### src/rtl/pc_seq_pkg.sv
// pc_seq_pkg
// Shared constants for the fetch/PC sequencer: FSM state encoding, default
// reset/trap vectors and the sequential PC increment.
// Optional trap support in the sequencer is enabled with macro PCSEQ_TRAP_EN.
package pc_seq_pkg;

  typedef enum logic [1:0] {
    ST_IDLE   = 2'd0,
    ST_FETCH  = 2'd1,
    ST_EXEC   = 2'd2,
    ST_HALTED = 2'd3
  } state_e;

  localparam logic [31:0] RESET_VECTOR_DEF = 32'h0000_0000;
  localparam logic [31:0] TRAP_VECTOR_DEF  = 32'h0000_0080;
  localparam int unsigned PC_INC           = 4;

endpackage

### src/rtl/pc_next_sel.sv
// pc_next_sel
// Combinational next-PC selection for the single-cycle MIPS fetch sequencer.
// Priority: trap (PCSEQ_TRAP_EN only) > jr > jump > branch > sequential.
// Ports:
//   pc              current PC
//   branch_taken    conditional branch resolved taken
//   branch_offset   sign-extended word offset
//   jump/jump_index J/JAL and its 26-bit index
//   jr/jr_target    JR/JALR and the rs value
//   trap_req        external trap request (PCSEQ_TRAP_EN only)
//   trap_sel        trap selected this instruction (PCSEQ_TRAP_EN only)
//   pc_plus4        pc + 4
//   next_pc         selected next PC
module pc_next_sel
  import pc_seq_pkg::*;
#(
  parameter int                  PC_WIDTH    = 32,
  parameter logic [PC_WIDTH-1:0] TRAP_VECTOR = PC_WIDTH'(TRAP_VECTOR_DEF)
) (
  input  logic [PC_WIDTH-1:0] pc,
  input  logic                branch_taken,
  input  logic [PC_WIDTH-1:0] branch_offset,
  input  logic                jump,
  input  logic [25:0]         jump_index,
  input  logic                jr,
  input  logic [PC_WIDTH-1:0] jr_target,
`ifdef PCSEQ_TRAP_EN
  input  logic                trap_req,
  output logic                trap_sel,
`endif
  output logic [PC_WIDTH-1:0] pc_plus4,
  output logic [PC_WIDTH-1:0] next_pc
);

  logic trap_w;

`ifdef PCSEQ_TRAP_EN
  // A misaligned JR target is a fault rather than being silently masked.
  assign trap_w   = trap_req | (jr & (jr_target[1:0] != 2'b00));
  assign trap_sel = trap_w;
`else
  assign trap_w   = 1'b0;
`endif

  assign pc_plus4 = pc + PC_WIDTH'(PC_INC);

  always_comb begin
    next_pc = pc_plus4;
    if (trap_w) begin
      next_pc = TRAP_VECTOR;
    end else if (jr) begin
      // Low two bits are dropped so fetch stays word aligned.
      next_pc = jr_target & ~PC_WIDTH'(3);
    end else if (jump) begin
      next_pc = {pc_plus4[PC_WIDTH-1:28], jump_index, 2'b00};
    end else if (branch_taken) begin
      // Modulo 2^PC_WIDTH; wrap-around is architecturally legal.
      next_pc = pc_plus4 + (branch_offset << 2);
    end
  end

endmodule

### src/rtl/pc_seq_ctrl.sv
// pc_seq_ctrl
// Fetch/PC sequencer for the single-cycle MIPS core. Owns the architectural
// PC, runs the imem request/ack handshake and issues one instr_valid strobe
// per instruction. Optional trap support is enabled with macro PCSEQ_TRAP_EN.
// Ports:
//   CLK, RST            clock (rising edge), asynchronous active-low reset
//   imem_req/imem_addr  fetch request and address (held until imem_ack)
//   imem_ack            instruction data valid
//   instr_valid         one-cycle execute/commit strobe
//   branch_*, jump*, jr*, halt   redirect controls, sampled in EXEC only
//   resume              leave HALTED
//   pc, pc_plus4        current PC and its link value
//   retired_cnt         executed-instruction count (wraps)
//   state               FSM state for debug
//   trap_req, epc, trap_taken    (PCSEQ_TRAP_EN only)
module pc_seq_ctrl
  import pc_seq_pkg::*;
#(
  parameter int                  PC_WIDTH     = 32,
  parameter logic [PC_WIDTH-1:0] RESET_VECTOR = PC_WIDTH'(RESET_VECTOR_DEF),
  parameter logic [PC_WIDTH-1:0] TRAP_VECTOR  = PC_WIDTH'(TRAP_VECTOR_DEF)
) (
  input  logic                CLK,
  input  logic                RST,
  output logic                imem_req,
  output logic [PC_WIDTH-1:0] imem_addr,
  input  logic                imem_ack,
  output logic                instr_valid,
  input  logic                branch_taken,
  input  logic [PC_WIDTH-1:0] branch_offset,
  input  logic                jump,
  input  logic [25:0]         jump_index,
  input  logic                jr,
  input  logic [PC_WIDTH-1:0] jr_target,
  input  logic                halt,
  input  logic                resume,
  output logic [PC_WIDTH-1:0] pc,
  output logic [PC_WIDTH-1:0] pc_plus4,
  output logic [31:0]         retired_cnt,
  output logic [1:0]          state
`ifdef PCSEQ_TRAP_EN
  ,
  input  logic                trap_req,
  output logic [PC_WIDTH-1:0] epc,
  output logic                trap_taken
`endif
);

  state_e              state_q;
  logic [PC_WIDTH-1:0] pc_q;
  logic [31:0]         cnt_q;
  logic [PC_WIDTH-1:0] next_pc_d;
`ifdef PCSEQ_TRAP_EN
  logic [PC_WIDTH-1:0] epc_q;
  logic                trap_sel;
`endif

  pc_next_sel #(
    .PC_WIDTH    (PC_WIDTH),
    .TRAP_VECTOR (TRAP_VECTOR)
  ) u_next_sel (
    .pc            (pc_q),
    .branch_taken  (branch_taken),
    .branch_offset (branch_offset),
    .jump          (jump),
    .jump_index    (jump_index),
    .jr            (jr),
    .jr_target     (jr_target),
`ifdef PCSEQ_TRAP_EN
    .trap_req      (trap_req),
    .trap_sel      (trap_sel),
`endif
    .pc_plus4      (pc_plus4),
    .next_pc       (next_pc_d)
  );

  always_ff @(posedge CLK or negedge RST) begin
    if (!RST) begin
      state_q <= ST_IDLE;
      pc_q    <= RESET_VECTOR;
      cnt_q   <= '0;
`ifdef PCSEQ_TRAP_EN
      epc_q   <= '0;
`endif
    end else begin
      case (state_q)
        ST_IDLE:   state_q <= ST_FETCH;
        ST_FETCH:  if (imem_ack) state_q <= ST_EXEC;
        ST_EXEC: begin
          pc_q  <= next_pc_d;
          cnt_q <= cnt_q + 32'd1;
`ifdef PCSEQ_TRAP_EN
          // A trap overrides halt: the handler must be fetched.
          if (trap_sel) begin
            epc_q   <= pc_q;
            state_q <= ST_FETCH;
          end else
`endif
          if (halt) state_q <= ST_HALTED;
          else      state_q <= ST_FETCH;
        end
        ST_HALTED: if (resume) state_q <= ST_FETCH;
      endcase
    end
  end

  // Handshake outputs decode the state register only, so they fall as soon
  // as reset asserts.
  assign imem_req    = (state_q == ST_FETCH);
  assign instr_valid = (state_q == ST_EXEC);
  assign imem_addr   = pc_q;
  assign pc          = pc_q;
  assign retired_cnt = cnt_q;
  assign state       = state_q;
`ifdef PCSEQ_TRAP_EN
  assign epc         = epc_q;
  assign trap_taken  = (state_q == ST_EXEC) && trap_sel;
`endif

endmodule

### config.mk
export PLATFORM = sky130hd
export DESIGN_NAME = pc_seq_ctrl
export DESIGN_NICKNAME = d
export VERILOG_FILES = /design/src/rtl/pc_seq_pkg.sv /design/src/rtl/pc_next_sel.sv /design/src/rtl/pc_seq_ctrl.sv
export SDC_FILE = /design/constraint.sdc
export NUM_CORES = 1
export LEC_CHECK = 0
export ABC_CLOCK_PERIOD_IN_PS = 6200
export CORE_ASPECT_RATIO = 0.75
export CORE_MARGIN = 2
export CORE_UTILIZATION = 25
export CTS_BUF_LIST = sky130_fd_sc_hd__clkbuf_16
export DETAILED_ROUTE_END_ITERATION = 7
export GPL_TIMING_DRIVEN = 0
export PLACE_DENSITY = 0.5
export SLEW_MARGIN = 5
export SYNTH_ARGS = -nofsm -noshare
export SYNTH_HDL_FRONTEND = slang
export SYNTH_SLANG_ARGS = --single-unit
### constraint.sdc
create_clock -name CLK -period 6.2 [get_ports CLK]
set_input_delay 0.93 -clock CLK [delete_from_list [all_inputs] [get_ports CLK]]
set_output_delay 0.93 -clock CLK [all_outputs]
set_load 0.01 [all_outputs]
[After elaboration in Yosys (flattened, before gate mapping)]
Index checks and enable logic that the tools add are counted.
Operators by class
  $add $sub $neg: 3
  eq/ne operators: 5
  mux-type cells: 7
  reductions and logical operators: 2
Operator list (number)
  32-bit 2-to-1 mux: 3
  32-bit by 1-bit adder with 32-bit output (second input constant): 1
  32-bit by 3-bit adder with 32-bit output (second input constant): 1
  32-bit adder: 1
  2-bit one-hot mux with 4 select lines: 1
  2-bit 2-to-1 mux: 3
  2-bit == test (second input constant): 2
  2-bit by 1-bit == test with 1-bit output (second input constant): 1
  2-bit logical NOT: 1
  2-bit by 1-bit inequality test with 1-bit output (second input constant): 1
  2-bit inequality test (second input constant): 1
  2-bit AND reduction: 1
Storage, ports and cells
  register bits after elaboration: 66
  input bits: 98
  output and inout bits: 132
  logic and storage cells: 20

[Logic depth before layout (Yosys ltp)]
  word-level depth: 5
  mapped depth: 16

[By module]
Synthesis repeated with hierarchy kept, for this count alone.
Second synthesis, totals
  cell total of the unflattened synthesis: 686
  area total of the unflattened synthesis: 5894.4 µm²
Modules (own cells, without submodules)
  pc_seq_ctrl: instances 1, cells an instance 235, area an instance 2947.8 µm², seq. area each 1651.6 µm²
  pc_next_sel: instances 1, cells an instance 451, area an instance 2946.6 µm², seq. area each 0.0 µm²

[Least setup slack after synthesis]
OpenSTA, ideal clock, no wires.
  path type: flip-flop to flip-flop
  from: register pc_q[4] (netlist: imem_addr[4])
  to: register pc_q[28] (netlist: imem_addr[28])
  setup time: 67 ps
  data arrival time: 3654 ps
  setup slack: 2479 ps
  cell stages (with the launch flop): 15
  cell sequence: dfrtp_1 nand3_2 nor4_4 nand4_1 xnor2_1 ha_1 buf_6 a21o_1 a21o_1 a221o_1 a21o_1 a21o_1 a311oi_2 mux2_1 nand2_1
On the way
  word-level cells in the longest chain between the ends: 5
RTL lines
  start: declaration: line pc_seq_ctrl.sv:50  | logic [PC_WIDTH-1:0] pc_q;
  start signal: assignment: line pc_seq_ctrl.sv:90  | pc_q <= next_pc_d;
  32-bit by 3-bit adder with 32-bit output: line pc_next_sel.sv:45  | assign pc_plus4 = pc + PC_WIDTH'(PC_INC);
  named net pc_plus4[15]: line pc_seq_ctrl.sv:38  | output logic [PC_WIDTH-1:0] pc_plus4,
  32-bit adder: line pc_next_sel.sv:58  | next_pc = pc_plus4 + (branch_offset << 2);
  32-bit 2-to-1 mux: line pc_next_sel.sv:56  | end else if (branch_taken) begin
  32-bit 2-to-1 mux: line pc_next_sel.sv:54  | end else if (jump) begin
  32-bit 2-to-1 mux: line pc_next_sel.sv:51  | end else if (jr) begin
The timed path passes the listed nets, and every way through them passes these cells.
A chain may end at the register's enable or synchronous reset.

[Worst setup path in the final report]
  from: register pc_q[2] (netlist: imem_addr[2])
  to: register pc_q[31] (netlist: imem_addr[31])
On the way
  word-level cells in the longest chain between the ends: 5
RTL lines (line)
  32-bit by 3-bit adder with 32-bit output *: pc_next_sel.sv:45
  32-bit adder: pc_next_sel.sv:58
  32-bit 2-to-1 mux: pc_next_sel.sv:56
  32-bit 2-to-1 mux *: pc_next_sel.sv:54
  32-bit 2-to-1 mux *: pc_next_sel.sv:51
Mark *: on every way between the ends. The rest lies on a longest branch, timed or not.

==> results.json <==
{
  "outcome": "finished, final reports clean",
  "power_density_nw_per_um2": 455,
  "initial_core_util_pct": 25.3,
  "utilization_pct": 37.6,
  "port_buffers": 218,
  "fp.dieW_um": 183,
  "worst_setup_path_end_kind": "flip-flop",
  "register_area_um2": 1600,
  "ant_nets": 0,
  "dr.pass1.iters": 5,
  "yosysWarnings": 0,
  "dieArea_um2": 25300,
  "worst_slack_ns": 1.41,
  "syn_area_um2": 6020,
  "cap_violations": 0,
  "max-slew-margin-rel_pct": 40.7,
  "drive_above_1_share_pct": 8.24,
  "hold_class": "in2async",
  "rows": 49,
  "max_freq_mhz": 209,
  "cts.reportedPaths.clkPinSlew_ns": 0.07,
  "ys_seq_area_share_pct": 26.6,
  "vias": 6372,
  "antenna_found_initial": 0,
  "cts_made_buffers": 9,
  "hold_violations": 0,
  "syn2layout_area_growth_pct": 48.8,
  "crit_start": "imem_addr[2]",
  "setup_viol": 0,
  "synthFlopType": "dfrtp_1",
  "ys_types": 75,
  "place_ws_ns": 1.53,
  "num_io_pins": 230,
  "r2r_setup_slack_ns": 1.41,
  "fillers": 2489,
  "avgSynthCellArea_um2": 8.23,
  "cts.path.max_buffers": 2,
  "syn_inst": 731,
  "skew_ns": 0.0103,
  "cts-resized-gates": 0,
  "drc": 0,
  "grt-ovfl-total": 0,
  "multi_input_area_um2": 3930,
  "ys_ff_latch": 64,
  "clk_latency_ns": 0.34,
  "tns_ns": 0,
  "crit_path_max_fanout": 9,
  "cts_setup_buffers": 0,
  "rsz0062_at_grt": "no",
  "worst_slew_pin_slew_ns": 0.890,
  "cts.htree.levels": 3,
  "path_class": "reg2reg",
  "final_nets": 1106,
  "whs_ns": 0.413,
  "crit_arrival_ns": 5.07,
  "r2r_cells": 16,
  "cts_tree": "done",
  "final_min_period_over_clock_period_pct": 77.3,
  "start_kind": "flip-flop",
  "cts_root_buffer": "clkbuf_16",
  "critPathRequiredTime_ns": 6.48,
  "dp_hpwl_um": 20100,
  "cts_num_sinks": 64,
  "slew_violations": 0,
  "synth-edff-count": 0,
  "synthArstFlopShare_pct": 100,
  "die_height_um": 138,
  "globalplace.congestion": 0.913,
  "coreArea_um2": 23800,
  "r2r_start": "imem_addr[2]",
  "grt_max_degree": 57,
  "holdBufCountCts": 0,
  "viasPerCell": 4.99,
  "grt_pass1_vias": 6289,
  "drtIter0Drc": 632,
  "r2r-end": "imem_addr[31]",
  "routed_wl_um": 25600,
  "p_leak_nw": 3.77,
  "n_antenna_cell": 0,
  "grt_usage_pct": 20.0,
  "fin_crit_ns": 4.79,
  "ir_worst_vdd_v": 0.000207,
  "wire_per_inst_um": 20.0,
  "grt_pass1_wl_um": 38800
}
-- cells by family after synthesis --
kind of cell / count (synthesis) / synth area share [%]
adder cells (fa/ha/maj): 42 / 8.85
other: 1 / 0.0623
AO/OA/AOI/OAI: 193 / 21.7
multiplexers: 8 / 1.39
flip-flops: 64 / 26.6
AND/OR/NAND/NOR: 255 / 21.6
buffers and inverters: 91 / 8.44
XOR/XNOR: 77 / 11.3
-- sequential cells by signal (all words and copies together), names as in the netlist --
name	count
retired_cnt	32
imem_addr	30
state	2
-- cell usage after synthesis (5+ instances only) --
| cell | n | area, um^2 |
|---|---|---|
| nand2_1 | 72 | 270 |
| dfrtp_1 | 64 | 1600 |
| inv_1 | 26 | 97.6 |
| nand4_1 | 16 | 100 |
| a31oi_1 | 13 | 81.3 |
| xnor2_1 | 50 | 438 |
| a21oi_1 | 46 | 230 |
| or3_1 | 8 | 50.1 |
| o211ai_1 | 11 | 82.6 |
| nor3_1 | 12 | 60.1 |
| ha_1 | 41 | 513 |
| o21a_1 | 7 | 52.6 |
| a221oi_1 | 7 | 61.3 |
| o21ai_0 | 35 | 175 |
| mux2i_1 | 5 | 50.1 |
| clkbuf_1 | 23 | 86.3 |
| nor2_1 | 63 | 236 |
| a211oi_1 | 11 | 82.6 |
| nand3_1 | 32 | 160 |
| and3_1 | 22 | 138 |
| a221o_1 | 5 | 50.1 |
| xor2_1 | 26 | 228 |
| and4_1 | 6 | 52.6 |
| a21o_1 | 24 | 180 |
| buf_4 | 37 | 278 |
-- worst max path at each step --
stage | to | depth (start not counted)
2_1_floorplan | imem_addr[28] | 14
3_3_place_gp | imem_addr[31] | 16
3_5_place_dp | imem_addr[31] | 16
4_1_cts | imem_addr[31] | 16
5_1_grt | imem_addr[31] | 16
6_report | imem_addr[31] | 16
-- through the flow --
step	instance area [um^2]	power (mW)	cells
floorplan	6040	2.29	736
global placement	8600	3.46	1260
detailed placement	8630	3.46	1261
CTS	8960	4.08	1277
global route	8960	4.37	1277
finish	8960	4.07	1277
-- worst max-delay path, cell delays in order, from the launching register on --
cell and delay, ns:
dfrtp_1 0.49, ha_1 0.25, nand4_1 0.19, nor3_2 0.56
nand4_1 0.33, nor2_1 0.20, xnor2_1 0.27, ha_1 0.32
clkbuf_1 0.21, a21o_1 0.23, a21oi_1 0.18, o22ai_1 0.11
nor3_1 0.42, o311ai_1 0.33, and3_4 0.23, or3_1 0.34
nand3_1 0.08
-- layer usage --
| layer | wire [um] | track usage, % |
|---|---|---|
| met3 | 2350 | 4.87 |
| met2 | 10500 | 29.3 |
| met1 | 12500 | 30.2 |
| met4 | 198 | 2.78 |
| met5 | 0 | 0 |
-- power by group --
group,switching (mW),internal [mW]
sequential,0.220,0.531
clock,0.233,0.357
combinational,1.38,1.35
total,1.84,2.24
-- cell type report --
cell class / instances / share of cell area (%)
plain buffers: 64 / 4.54
clock buffers: 9 / 2.51
clock inverters: 7 / 1.15
inverters: 27 / 1.13
multi-input cells: 581 / 43.9
flip-flops and latches: 64 / 17.9
well taps: 306 / 4.27
repair buffers: 219 / 24.6
-- cells in the final DEF, fill, tap and decap left out, types with 6 or more instances in the layout --
master | Yosys | final
a221oi_1 | 7 | 7
conb_1 | 1 | 6
or3_1 | 8 | 8
dfrtp_1 | 64 | 64
o21a_1 | 7 | 7
nand4_1 | 16 | 16
clkdlybuf4s50_1 | 0 | 217
a211oi_1 | 11 | 11
a21oi_1 | 46 | 46
and3_1 | 22 | 22
nor3_1 | 12 | 12
xnor2_1 | 50 | 50
o21ai_0 | 35 | 35
and4_1 | 6 | 6
clkbuf_16 | 0 | 9
ha_1 | 41 | 41
a31oi_1 | 13 | 13
buf_4 | 37 | 38
xor2_1 | 26 | 26
clkbuf_1 | 23 | 23
o211ai_1 | 11 | 11
a21o_1 | 24 | 24
nand3_1 | 32 | 32
nand2_1 | 72 | 72
nor2_1 | 63 | 63
inv_1 | 26 | 26
(Power assumes the default switching activity.)
